[src/rtl/multicycle_control_unit.sv]
// Multi-cycle RV32I control FSM: decodes instrCode and sequences the
// DataPath control inputs through Fetch/Decode/Execute/MemAcc/WriteBack.
module multicycle_control_unit #(
  parameter int unsigned MEM_WAIT = 0
) (
  input  logic        clk,
  input  logic        reset,
  input  logic [31:0] instrCode,
  output logic        PCEn,
  output logic        regFileWe,
  output logic [3:0]  aluControl,
  output logic        aluSrcMuxSel,
  output logic [2:0]  RFWDSrcMuxSel,
  output logic        branch,
  output logic        jal,
  output logic        jalr,
  output logic        busWe,
  output logic        illegalInstr
);

  localparam logic [6:0] OP_R  = 7'b0110011;
  localparam logic [6:0] OP_I  = 7'b0010011;
  localparam logic [6:0] OP_LU = 7'b0110111;
  localparam logic [6:0] OP_AU = 7'b0010111;
  localparam logic [6:0] OP_B  = 7'b1100011;
  localparam logic [6:0] OP_J  = 7'b1101111;
  localparam logic [6:0] OP_JL = 7'b1100111;
  localparam logic [6:0] OP_S  = 7'b0100011;
  localparam logic [6:0] OP_L  = 7'b0000011;

  localparam logic [3:0] ALU_ADD = 4'b0000;

  localparam logic [2:0] WD_ALU  = 3'd0;
  localparam logic [2:0] WD_LOAD = 3'd1;
  localparam logic [2:0] WD_IMM  = 3'd2;
  localparam logic [2:0] WD_AUI  = 3'd3;
  localparam logic [2:0] WD_PC4  = 3'd4;

  localparam logic [3:0] WAIT_LAST = 4'(MEM_WAIT);
  localparam logic [3:0] CNT_MAX   = 4'hF;

  typedef enum logic [3:0] {
    FETCH,
    DECODE,
    R_EXE,
    I_EXE,
    LU_EXE,
    AU_EXE,
    B_EXE,
    J_EXE,
    JL_EXE,
    S_EXE,
    S_MEM,
    L_EXE,
    L_MEM,
    L_WB
  } state_t;

  state_t     state_q, state_d;
  logic [3:0] cnt_q, cnt_d;

  logic [6:0] opcode;
  logic [2:0] funct3;
  logic       f7b5;
  logic       mem_done;

  assign opcode   = instrCode[6:0];
  assign funct3   = instrCode[14:12];
  assign f7b5     = instrCode[30];
  assign mem_done = (cnt_q == WAIT_LAST);

  // State and wait-counter registers; reset aborts any instruction.
  always_ff @(posedge clk or posedge reset) begin
    if (reset) begin
      state_q <= FETCH;
      cnt_q   <= '0;
    end else begin
      state_q <= state_d;
      cnt_q   <= cnt_d;
    end
  end

  // Next-state selection from current state and opcode.
  always_comb begin
    state_d = state_q;
    unique case (state_q)
      FETCH:  state_d = DECODE;
      DECODE: begin
        unique case (opcode)
          OP_R:    state_d = R_EXE;
          OP_I:    state_d = I_EXE;
          OP_LU:   state_d = LU_EXE;
          OP_AU:   state_d = AU_EXE;
          OP_B:    state_d = B_EXE;
          OP_J:    state_d = J_EXE;
          OP_JL:   state_d = JL_EXE;
          OP_S:    state_d = S_EXE;
          OP_L:    state_d = L_EXE;
          default: state_d = FETCH;
        endcase
      end
      R_EXE,
      I_EXE,
      LU_EXE,
      AU_EXE,
      B_EXE,
      J_EXE,
      JL_EXE: state_d = FETCH;
      S_EXE:  state_d = S_MEM;
      S_MEM:  state_d = mem_done ? FETCH : S_MEM;
      L_EXE:  state_d = L_MEM;
      L_MEM:  state_d = mem_done ? L_WB : L_MEM;
      L_WB:   state_d = FETCH;
      default: state_d = FETCH;
    endcase
  end

  // Wait counter: zero on every state entry, saturating while held.
  always_comb begin
    cnt_d = cnt_q;
    if (state_d != state_q) begin
      cnt_d = '0;
    end else if (cnt_q != CNT_MAX) begin
      cnt_d = cnt_q + 4'd1;
    end
  end

  // Moore control outputs; forced to idle values while reset is held.
  always_comb begin
    PCEn          = 1'b0;
    regFileWe     = 1'b0;
    aluControl    = ALU_ADD;
    aluSrcMuxSel  = 1'b0;
    RFWDSrcMuxSel = WD_ALU;
    branch        = 1'b0;
    jal           = 1'b0;
    jalr          = 1'b0;
    busWe         = 1'b0;
    illegalInstr  = 1'b0;
    if (!reset) begin
      unique case (state_q)
        FETCH: PCEn = 1'b1;
        DECODE: begin
          unique case (opcode)
            OP_R, OP_I, OP_LU, OP_AU, OP_B,
            OP_J, OP_JL, OP_S, OP_L: illegalInstr = 1'b0;
            default: illegalInstr = 1'b1;
          endcase
        end
        R_EXE: begin
          aluControl    = {f7b5, funct3};
          aluSrcMuxSel  = 1'b0;
          RFWDSrcMuxSel = WD_ALU;
          regFileWe     = 1'b1;
        end
        I_EXE: begin
          aluControl    = (funct3 == 3'b101) ?
                          {f7b5, funct3} :
                          {1'b0, funct3};
          aluSrcMuxSel  = 1'b1;
          RFWDSrcMuxSel = WD_ALU;
          regFileWe     = 1'b1;
        end
        LU_EXE: begin
          RFWDSrcMuxSel = WD_IMM;
          regFileWe     = 1'b1;
        end
        AU_EXE: begin
          RFWDSrcMuxSel = WD_AUI;
          jalr          = 1'b0;
          regFileWe     = 1'b1;
        end
        B_EXE: begin
          aluControl   = {1'b0, funct3};
          aluSrcMuxSel = 1'b0;
          branch       = 1'b1;
        end
        J_EXE: begin
          jal           = 1'b1;
          jalr          = 1'b0;
          RFWDSrcMuxSel = WD_PC4;
          regFileWe     = 1'b1;
        end
        JL_EXE: begin
          jal           = 1'b1;
          jalr          = 1'b1;
          RFWDSrcMuxSel = WD_PC4;
          regFileWe     = 1'b1;
        end
        S_EXE: begin
          aluControl   = ALU_ADD;
          aluSrcMuxSel = 1'b1;
        end
        S_MEM: busWe = 1'b1;
        L_EXE: begin
          aluControl   = ALU_ADD;
          aluSrcMuxSel = 1'b1;
        end
        L_MEM: busWe = 1'b0;
        L_WB: begin
          RFWDSrcMuxSel = WD_LOAD;
          regFileWe     = 1'b1;
        end
        default: PCEn = 1'b0;
      endcase
    end
  end

endmodule
[config.mk]
export PLATFORM = sky130hd
export DESIGN_NAME = multicycle_control_unit
export DESIGN_NICKNAME = d
export VERILOG_FILES = /design/src/rtl/multicycle_control_unit.sv
export SDC_FILE = /design/constraint.sdc
export NUM_CORES = 1
export LEC_CHECK = 0
export BUFFER_PORTS_ARGS = -buffer_cell sky130_fd_sc_hd__buf_4
export CAP_MARGIN = 40
export CELL_PAD_IN_SITES_DETAIL_PLACEMENT = 1
export CELL_PAD_IN_SITES_GLOBAL_PLACEMENT = 1
export CORE_ASPECT_RATIO = 0.5
export CORE_MARGIN = 4
export CORE_UTILIZATION = 33
export CTS_CLUSTER_DIAMETER = 200
export DETAILED_ROUTE_END_ITERATION = 6
export GPL_TIMING_DRIVEN = 0
export HOLD_SLACK_MARGIN = 0.03
export PLACE_DENSITY = 0.92
export REMOVE_ABC_BUFFERS = 1
export SYNTH_ARGS = -nofsm -noshare
export SYNTH_HDL_FRONTEND = slang
export SYNTH_SLANG_ARGS = --single-unit
[constraint.sdc]
create_clock -name clk -period 3.1 [get_ports clk]
set_input_delay 0.31 -clock clk [delete_from_list [all_inputs] [get_ports clk]]
set_output_delay 0.31 -clock clk [all_outputs]
set_load 0.1 [all_outputs]
## After elaboration in Yosys (flattened, before gate mapping)

Cells that the tools add are included.
Widths: inputs -> output; s select.

- Register bits: 8
- Input bits: 34
- Output and inout port bits: 15
- Logic and storage cells: 63

- Add/sub/neg operators: 1
- Eq/ne operators: 25
- Mux-type cells: 28
- Reductions and logical operators: 7

Operator list:

| operator | number |
|---|---|
| $pmux 4 s9 | 1 |
| $eq 4x4->1 const B | 6 |
| $pmux 4 s6 | 1 |
| $eq 7x6->1 const B | 3 |
| $eq 7x7->1 const B | 3 |
| $mux 4 | 5 |
| $mux 1 | 18 |
| $eq 4x3->1 const B | 4 |
| $eq 7x5->1 const B | 2 |
| $pmux 3 s4 | 1 |
| $pmux 4 s3 | 1 |
| $reduce_or 9->1 | 1 |
| $eq 4x2->1 const B | 2 |
| $logic_not 4->1 | 2 |
| $eq 7x2->1 const B | 1 |
| $reduce_or 7->1 | 1 |
| $add 4x1->4 const B | 1 |
| $eq 4x1->1 const B | 1 |
| $ne 4x4->1 | 1 |
| $ne 4x4->1 const B | 1 |
| $eq 3x3->1 const B | 1 |
| $mux 3 | 1 |
| $reduce_or 3->1 | 1 |
| $reduce_bool 2->1 | 1 |
| $reduce_or 2->1 | 1 |

## Depth between registers and ports, before layout

Gate-level depths: netlist of the first run.

- Depth after elaboration: 5
- Depth in mapped cells: 7
- Depth with buffers taken out: 7

## Least setup slack after synthesis of the first run

Ideal clock, no wire load.

- Path type: reg2out
- Start point: register state_q[3]
- End point: output regFileWe
- Arrival: 5560 ps
- Data required time: 2790 ps
- Path slack: -2770 ps
- Stages on the path, launching flop included: 6
- Path buffers: 2
- Cells stage by stage: dfrtp_1 buf_2 buf_2 nor2_1 nor2_1 a2111oi_0

- Longest elaborated chain between the ends: 4
- Elaborated cells on any way between the ends: 10
- Those cells by class: eq/ne: 7; mux: 2; reduce/logical: 1

RTL lines:

| element | RTL line | RTL |
|---|---|---|
| start, declared | 59 | `state_t state_q, state_d;` |
| start signal, assigned | 78 | `state_q <= state_d;` |
| $eq 4x4->1 (tied with other cells) | 141 | `unique case (state_q)` |
| $reduce_or 7->1 (no source line) (*) | - |  |
| $mux 1 (*) | 141 |  |
| $mux 1 (*) | 140 | `if (!reset) begin` |
| end, declared | 10 | `output logic regFileWe,` |

Every way passes the cells marked *; elsewhere a longest branch is shown, timed or not.

## Final worst setup path of the first run

- Start point: register state_q[3]
- End point: output aluControl[0]

- Longest elaborated chain between the ends: 3
- Elaborated cells on any way between the ends: 5
- Those cells by class: eq/ne: 3; mux: 2

RTL lines:

| element | RTL line | RTL |
|---|---|---|
| $eq 4x3->1 or $eq 4x2->1 (tied branches) | 141 |  |
| $pmux 4 s3 (*) | 141 |  |
| $mux 4 (*) | 140 |  |
| end, declared | 11 | `output logic [3:0] aluControl,` |

Marks and branches as above.

==> results summary, run 1 <==
The setup path with the least slack is of type flip-flop to primary output. The cts-stage hold buffer count is 0. The number of distinct library cells after synthesis is 46. The class of the tightest hold or removal check is input port to async pin. The depth of the CTS H-tree came out at 1. Prior to clock tree synthesis, the placed netlist has a worst setup slack of 1060 ps. The max capacitance violation total came out at 0. For this design, the sink count on the clock tree is 8.

The cell count after placement came out at 179. The final RePlAce weighted congestion is 0.836. Summing all multi-input logic gate instances after layout gives 663 µm². The highest clock frequency the design can meet is 0.436 GHz. In the routed design, unresolved DRC markers number 0. After clock tree synthesis, the repair step resized 0 gates.

The number of synthesis warnings is 0. The setup clock skew after layout is 4.93 ps. Summed over all nets, wire length on met2 after detailed routing comes to 1470 µm.

The total standard cell area after synthesis came out at 937 µm². The core region area came out at 2650 µm². The largest total area in the synthesized netlist belongs to dfrtp_1. In the final routed layout, each cell accounts on average for 16.0 µm. The library cells used most frequently in the layout, excluding fill and tap cells, are buf_4, nor2_1, nand2_1. The max-slew violation count is 0. The register-to-register setup slack came out at 1010 ps. The port buffer count came out at 27. The run finished with clean final reports. The antenna cell count came out at 0.

The final cell count without fillers is 182. The vertical die dimension is 45.7 µm. The worst endpoint required time came out at 2790 ps. Counting the fill cells in the layout gives 332. STA classifies the critical path endpoint as a primary output. Yosys mapped a number of flops with a built-in enable equal to 0. STA classifies the critical path startpoint as a flip-flop. The worst pin sits at a relative slew slack of 54.9%. The maximum number of pins on one net before global-route repair is 21. Along the worst path, the maximum fanout reaches 17. The slew at the pin closest to its max-slew limit came out at 675 ps. The horizontal die dimension came out at 83.4 µm. The starting DRC count in detailed routing came out at 75.

For the worst-skew pair, the clock arrives at the later sink with an insertion delay of 230 ps. Setup repair after global routing left no endpoint under its margin. The fraction of layout instances using a drive strength above 1 came out at 28.3%. The starting density of the core is 35.3%. The endpoint of the most critical register-to-register path is cnt_q[2]. The post-synthesis area per instance came out at 7.62 µm². Dividing total power by cell area gives a power density of 468 nW/µm². The library cell used most frequently in the layout, excluding fill and tap cells, is buf_4.

The clock-pin slew on the worst setup and hold paths came out at 40 ps. The layout overhead on the synthesized area is 25.5%. The detailed-router iteration count before antenna repair came out at 4. TritonCTS created 3 clock buffers. The buffer depth of the longest clock path is 2. The startpoint of the worst register-to-register path is cnt_q[0].

The share of synthesized flip-flops with an asynchronous set or reset is 100%. For this run, the post-layout net count is 183. The number of global-route vias before repair is 1010. The longest individual stage delay on the worst path is 560 ps.

The highest-delay cell along the critical path is dfrtp_1. The number of cells on the worst reg-to-reg path is 7. The proportion of netlist area held by the largest area contributor came out at 21.4%. The die covers 3810 µm².

The synthesized netlist cell count came out at 123. The number of post-CTS setup repair buffers is 0. The root buffer cell chosen for the clock tree is clkbuf_8. The clock tree from TritonCTS is yes. The wire length after detailed routing came out at 2910 µm.

The global-route wire length before repair came out at 4940 µm. The worst path needs 2300 ps of the cycle, external delays included. The critical path goes through nand2b_1 -> a211oi_1 -> and2_1 -> buf_4. The top metal layer carrying routed signals is met4. The number of failing setup endpoints in the final timing report came out at 0. The initial antenna violation count was 0.

For this run the aggregate overflow at the end of global routing stands at 0. The number of rows created at floorplan is 13. The HPWL after detailed placement is 2170 µm. The overall power is 0.551 mW. Across the whole layout, storage elements account for 200 µm². The total length of routed met3 wires came out at 72 µm. In the post-route analysis, the smallest setup slack over all paths is 804 ps. The number of hold violations in the final report came out at 0. Sequential cells were found to cover 21.4% of the synthesized design area.

The total global routing track utilization came out at 16.5%. The worst path arrival time came out at 1990 ps. Detailed routing inserted a total of 1020 vias. The flop and latch count out of synthesis came out at 8. The setup TNS after final layout came out at 0 ps.

Among all flip-flop cells after synthesis, the most frequent one is dfrtp_1. By area the synthesized netlist is led by dfrtp_1, nor2_1, a21oi_1. IR analysis of the VDD net gives a maximum drop of 0.132 mV. The top-level I/O count is 49.

The residual antenna-violating net count after detailed routing is 0. The final critical path takes up 74.1% of the cycle. In this run the static leakage power is 0.511 nW. The met1 wire length is 1320 µm. The mean number of vias per cell is 5.60.
critical path: cells and delay by family, from the launching register on:
| kind | cells | cell delay (ps) |
|---|---|---|
| buffers and inverters | 1 | 290 |
| and+or+nand+nor | 2 | 500 |
| AOI/OAI and AO/OA | 1 | 400 |
| DFF | 1 | 560 |
flip-flops by register name (all words and copies together), names as in the netlist:
name / cells
cnt_q: 4
state_q: 4
cell usage after synthesis, types with 3 or more instances:
library cell and n:
o21ai_0 5, and3_1 3, inv_1 6, nand2_1 9
and2_1 4, buf_2 5, nor3_1 7, nor2_1 18
nand2b_1 5, a21oi_1 7, dfrtp_1 8, nand3_1 5
per-stage QoR:
| stage | instance area [µm²] | utilization, % | hold WS, ps |
|---|---|---|---|
| global route | 1180 | 44.4 | 138 |
| finish | 1180 | 44.4 | 98.1 |
| CTS | 1180 | 44.4 | 101 |
| floorplan | 886 | - | 139 |
| global placement | 1130 | 42.8 | 333 |
| detailed placement | 1130 | 42.8 | 338 |
power by group:
part	leakage, nW	internal, mW	total (mW)	switching [mW]
Combinational	0.381	0.0841	0.263	0.179
Clock	0.0216	0.0843	0.127	0.0428
Sequential	0.109	0.115	0.160	0.0455
per-layer routing:
layer,vias up,global-route usage [%]
met1,504,19.7
met4,0,5.86
met3,7,1.26
met2,22,32.5
li1,487,-
met5,-,0
logic make-up (layout without fill, tap and decap cells):
family          after synthesis  after routing  share of synthesized area [%]
flops                         8              8                           21.4
xor+xnor                      1              1                          0.935
compound gates               29             29                           25.8
fa+ha+maj                     2              2                           2.67
simple gates                 67             67                           39.3
buf+inv                      14             36                           7.88
mux                           2              2                           2.14
cell type report:
| cell class | count | area share, % |
|---|---|---|
| multi-input cells | 101 | 56.4 |
| repair buffers | 27 | 17.2 |
| inverters | 6 | 1.91 |
| clock buffers | 3 | 3.51 |
| well taps | 37 | 3.94 |
| flip-flops and latches | 8 | 17.0 |
worst max path at each step:
stage / startpoint / end / cells past startpoint
final: state_q[3] / aluControl[0] / 4
after floorplan: state_q[3] / regFileWe / 3
after CTS: state_q[3] / aluControl[0] / 4
after global routing: state_q[3] / regFileWe / 4
after detailed placement: state_q[3] / aluControl[0] / 4
after global placement: state_q[3] / regFileWe / 4
Power figures use the tool's default switching activity.
==> inputs of run 2 (changes only) <==
Settings changed: CORE_UTILIZATION 33 to 30, PLACE_DENSITY 0.92 to 0.85.
Clock period 3.1 ns to 2.15 ns, I/O delays scaled along.
==> results summary, run 2 (synthesis gave the netlist of run 1 again) <==
The flow ran to the end, but the final reports show violations. The final reports fail on setup timing. The max-slew violation count is 0. The detailed-router iteration count before antenna repair is 4. The global route total overflow is 0. The clock-pin slew on the worst setup and hold paths came out at 40 ps. The slew at the pin closest to its max-slew limit came out at 551 ps.

The highest clock frequency the design can meet came out at 0.461 GHz. The via count is 979. The shortest clock period the worst path allows after layout is 2170 ps. The number of inserted filler cells in the final layout came out at 360. The residual antenna-violating net count after detailed routing is 0.

The overall power came out at 0.799 mW. 0 antenna diodes ended up in the layout. The port buffer count came out at 27. The largest vdd supply drop is 0.216 mV. The die covers 4140 µm².

The largest registers in the layout are cnt_q (4), state_q (4). The starting DRC count in detailed routing came out at 49. The critical path is of the input port to primary output type. The number of global-route vias before repair came out at 995. The final core area utilization came out at 40.1%. The cell family with the largest share of critical-path delay is buffers and inverters. Setup violations remaining at the end of the flow were counted as 1. The ratio of final minimum period to clock period is 101%. The area of all sequential standard cells came out at 205 µm². Cells with a size suffix above 1 make up 31.5% of the layout. In the routed design, unresolved DRC markers number 0. The layout overhead on the synthesized area is 28.0%.

The setup clock skew after layout came out at 0.915 ps. The global-route wire length before repair came out at 4670 µm. The worst path arrival time is 1950 ps.

The total global routing track utilization came out at 14.6%. Max-cap violations in this run came to 0. The buffer depth of the longest clock path is 2.

The floorplan step set the die height to 47.5 µm. For the worst setup path, the data required time is 1930 ps. The worst-skew pair later-pin latency is 230 ps. The signal on the critical path passes through dlygate4sd3_1 -> buf_4 -> or3_1 -> nor3b_1 -> buf_4.

The core region area came out at 3000 µm². STA classifies the critical path endpoint as a primary output. The maximum number of pins on one net before global-route repair is 21. The number of buffers inserted during clock tree synthesis came out at 3. For this design the ratio of total power to cell area is 666 nW/µm². The starting density of the core came out at 31.3%. On the worst path, the slowest cell contributes a delay of 560 ps. The worst setup slack before clock tree synthesis came out at 156 ps. The number of post-CTS setup repair buffers is 0. The top-level I/O count came out at 49. TritonCTS built the clock tree.

The final RePlAce weighted congestion came out at 0.810. The number of hold violations in the final report is 0. The number of rows created at floorplan is 14. The HPWL after detailed placement came out at 2200 µm. The per-cell routed wire length came out at 15.5 µm. CTS built an H-tree with a depth of 1. The number of nets at the end of the flow came out at 184.

The setup slack after layout is -19.4 ps. STA classifies the critical path startpoint as an input port. The initial antenna violation count is 0. For this design, the slowest cell found on the critical path is dlygate4sd3_1.

The count of clock tree sinks came out at 8. The wire length after detailed routing came out at 2880 µm. The area taken by multi-input logic gates came out at 664 µm². The remaining max-slew budget at the tightest pin is 63.2%. Setup repair after global routing could not meet its margin everywhere. In the layout the commonest cells are buf_4, nor2_1, nand2_1. Together, buffers and inverters on the worst path number 3. The tree is rooted in a clkbuf_8. The leakage power of the design came out at 0.504 nW. The worst-path maximum fanout is 7. The mean number of vias per cell came out at 5.26.

The dominant cell type by count on the critical path is buf_4. The most common cell after layout, fill and taps aside is buf_4. The class of the tightest hold or removal check is input port to flip-flop.

From left edge to right edge, the die measures 87.0 µm.
## run 2: final timing paths
check                      cells past startpoint  slack (ps)          to    startpoint
max                                            5         -20        jalr         reset
min                                            3         350  state_q[3]  instrCode[4]
max reg2reg                                    7         200    cnt_q[2]      cnt_q[0]
min reg2reg                                    1         620  state_q[0]    state_q[1]
max in group asynchronous                      3        1410  state_q[0]         reset
min in group asynchronous                      3         550    cnt_q[2]         reset
## run 2: report_power, final
| part | total (mW) | switching [mW] | internal [mW] |
|---|---|---|---|
| sequential | 0.236 | 0.0675 | 0.168 |
| clock | 0.181 | 0.0599 | 0.121 |
| combinational | 0.382 | 0.259 | 0.122 |
## run 2: timing repair
action,in CTS,in global routing
setup endpoints to repair,1,7
gates resized for setup,1,5
hold buffers,1,0
hold endpoints to repair,8,0
## run 2: stage by stage
| step | instances | cell area [µm²] | TNS (ps) | hold WS, ps |
|---|---|---|---|---|
| after detailed placement | 182 | 1140 | 0 | 247 |
| after global routing | 186 | 1200 | -120 | 362 |
| final | 186 | 1200 | -19.4 | 351 |
| after floorplan | 115 | 886 | -8040 | 43.7 |
| after CTS | 186 | 1190 | 0 | 342 |
| after global placement | 182 | 1140 | 0 | 239 |
## run 2: layer usage
layer	global-route usage [%]	vias to the layer above	routed length (µm)
li1	-	486	-
met1	17.9	474	1280
met2	27.3	17	1530
met3	1.89	2	62
met4	5.28	0	9
met5	0	-	0
## run 2: cell type report
type / instances / share of cell area [%]
Clock buffer: 3 / 3.44
Inverter: 6 / 2.19
Multi-Input combinational cell: 101 / 55.4
Sequential cell: 8 / 17.1
Tap cell: 40 / 4.17
Timing Repair Buffer: 28 / 17.7
## run 2: worst reg2reg max path, delay by kind of cell, from the launching register on
family | cells | cell delay, ps
AND/OR/NAND/NOR | 3 | 950
flip-flops | 1 | 410
AO/OA/AOI/OAI | 2 | 250
adder cells (fa/ha/maj) | 1 | 130
buffers and inverters | 1 | 70
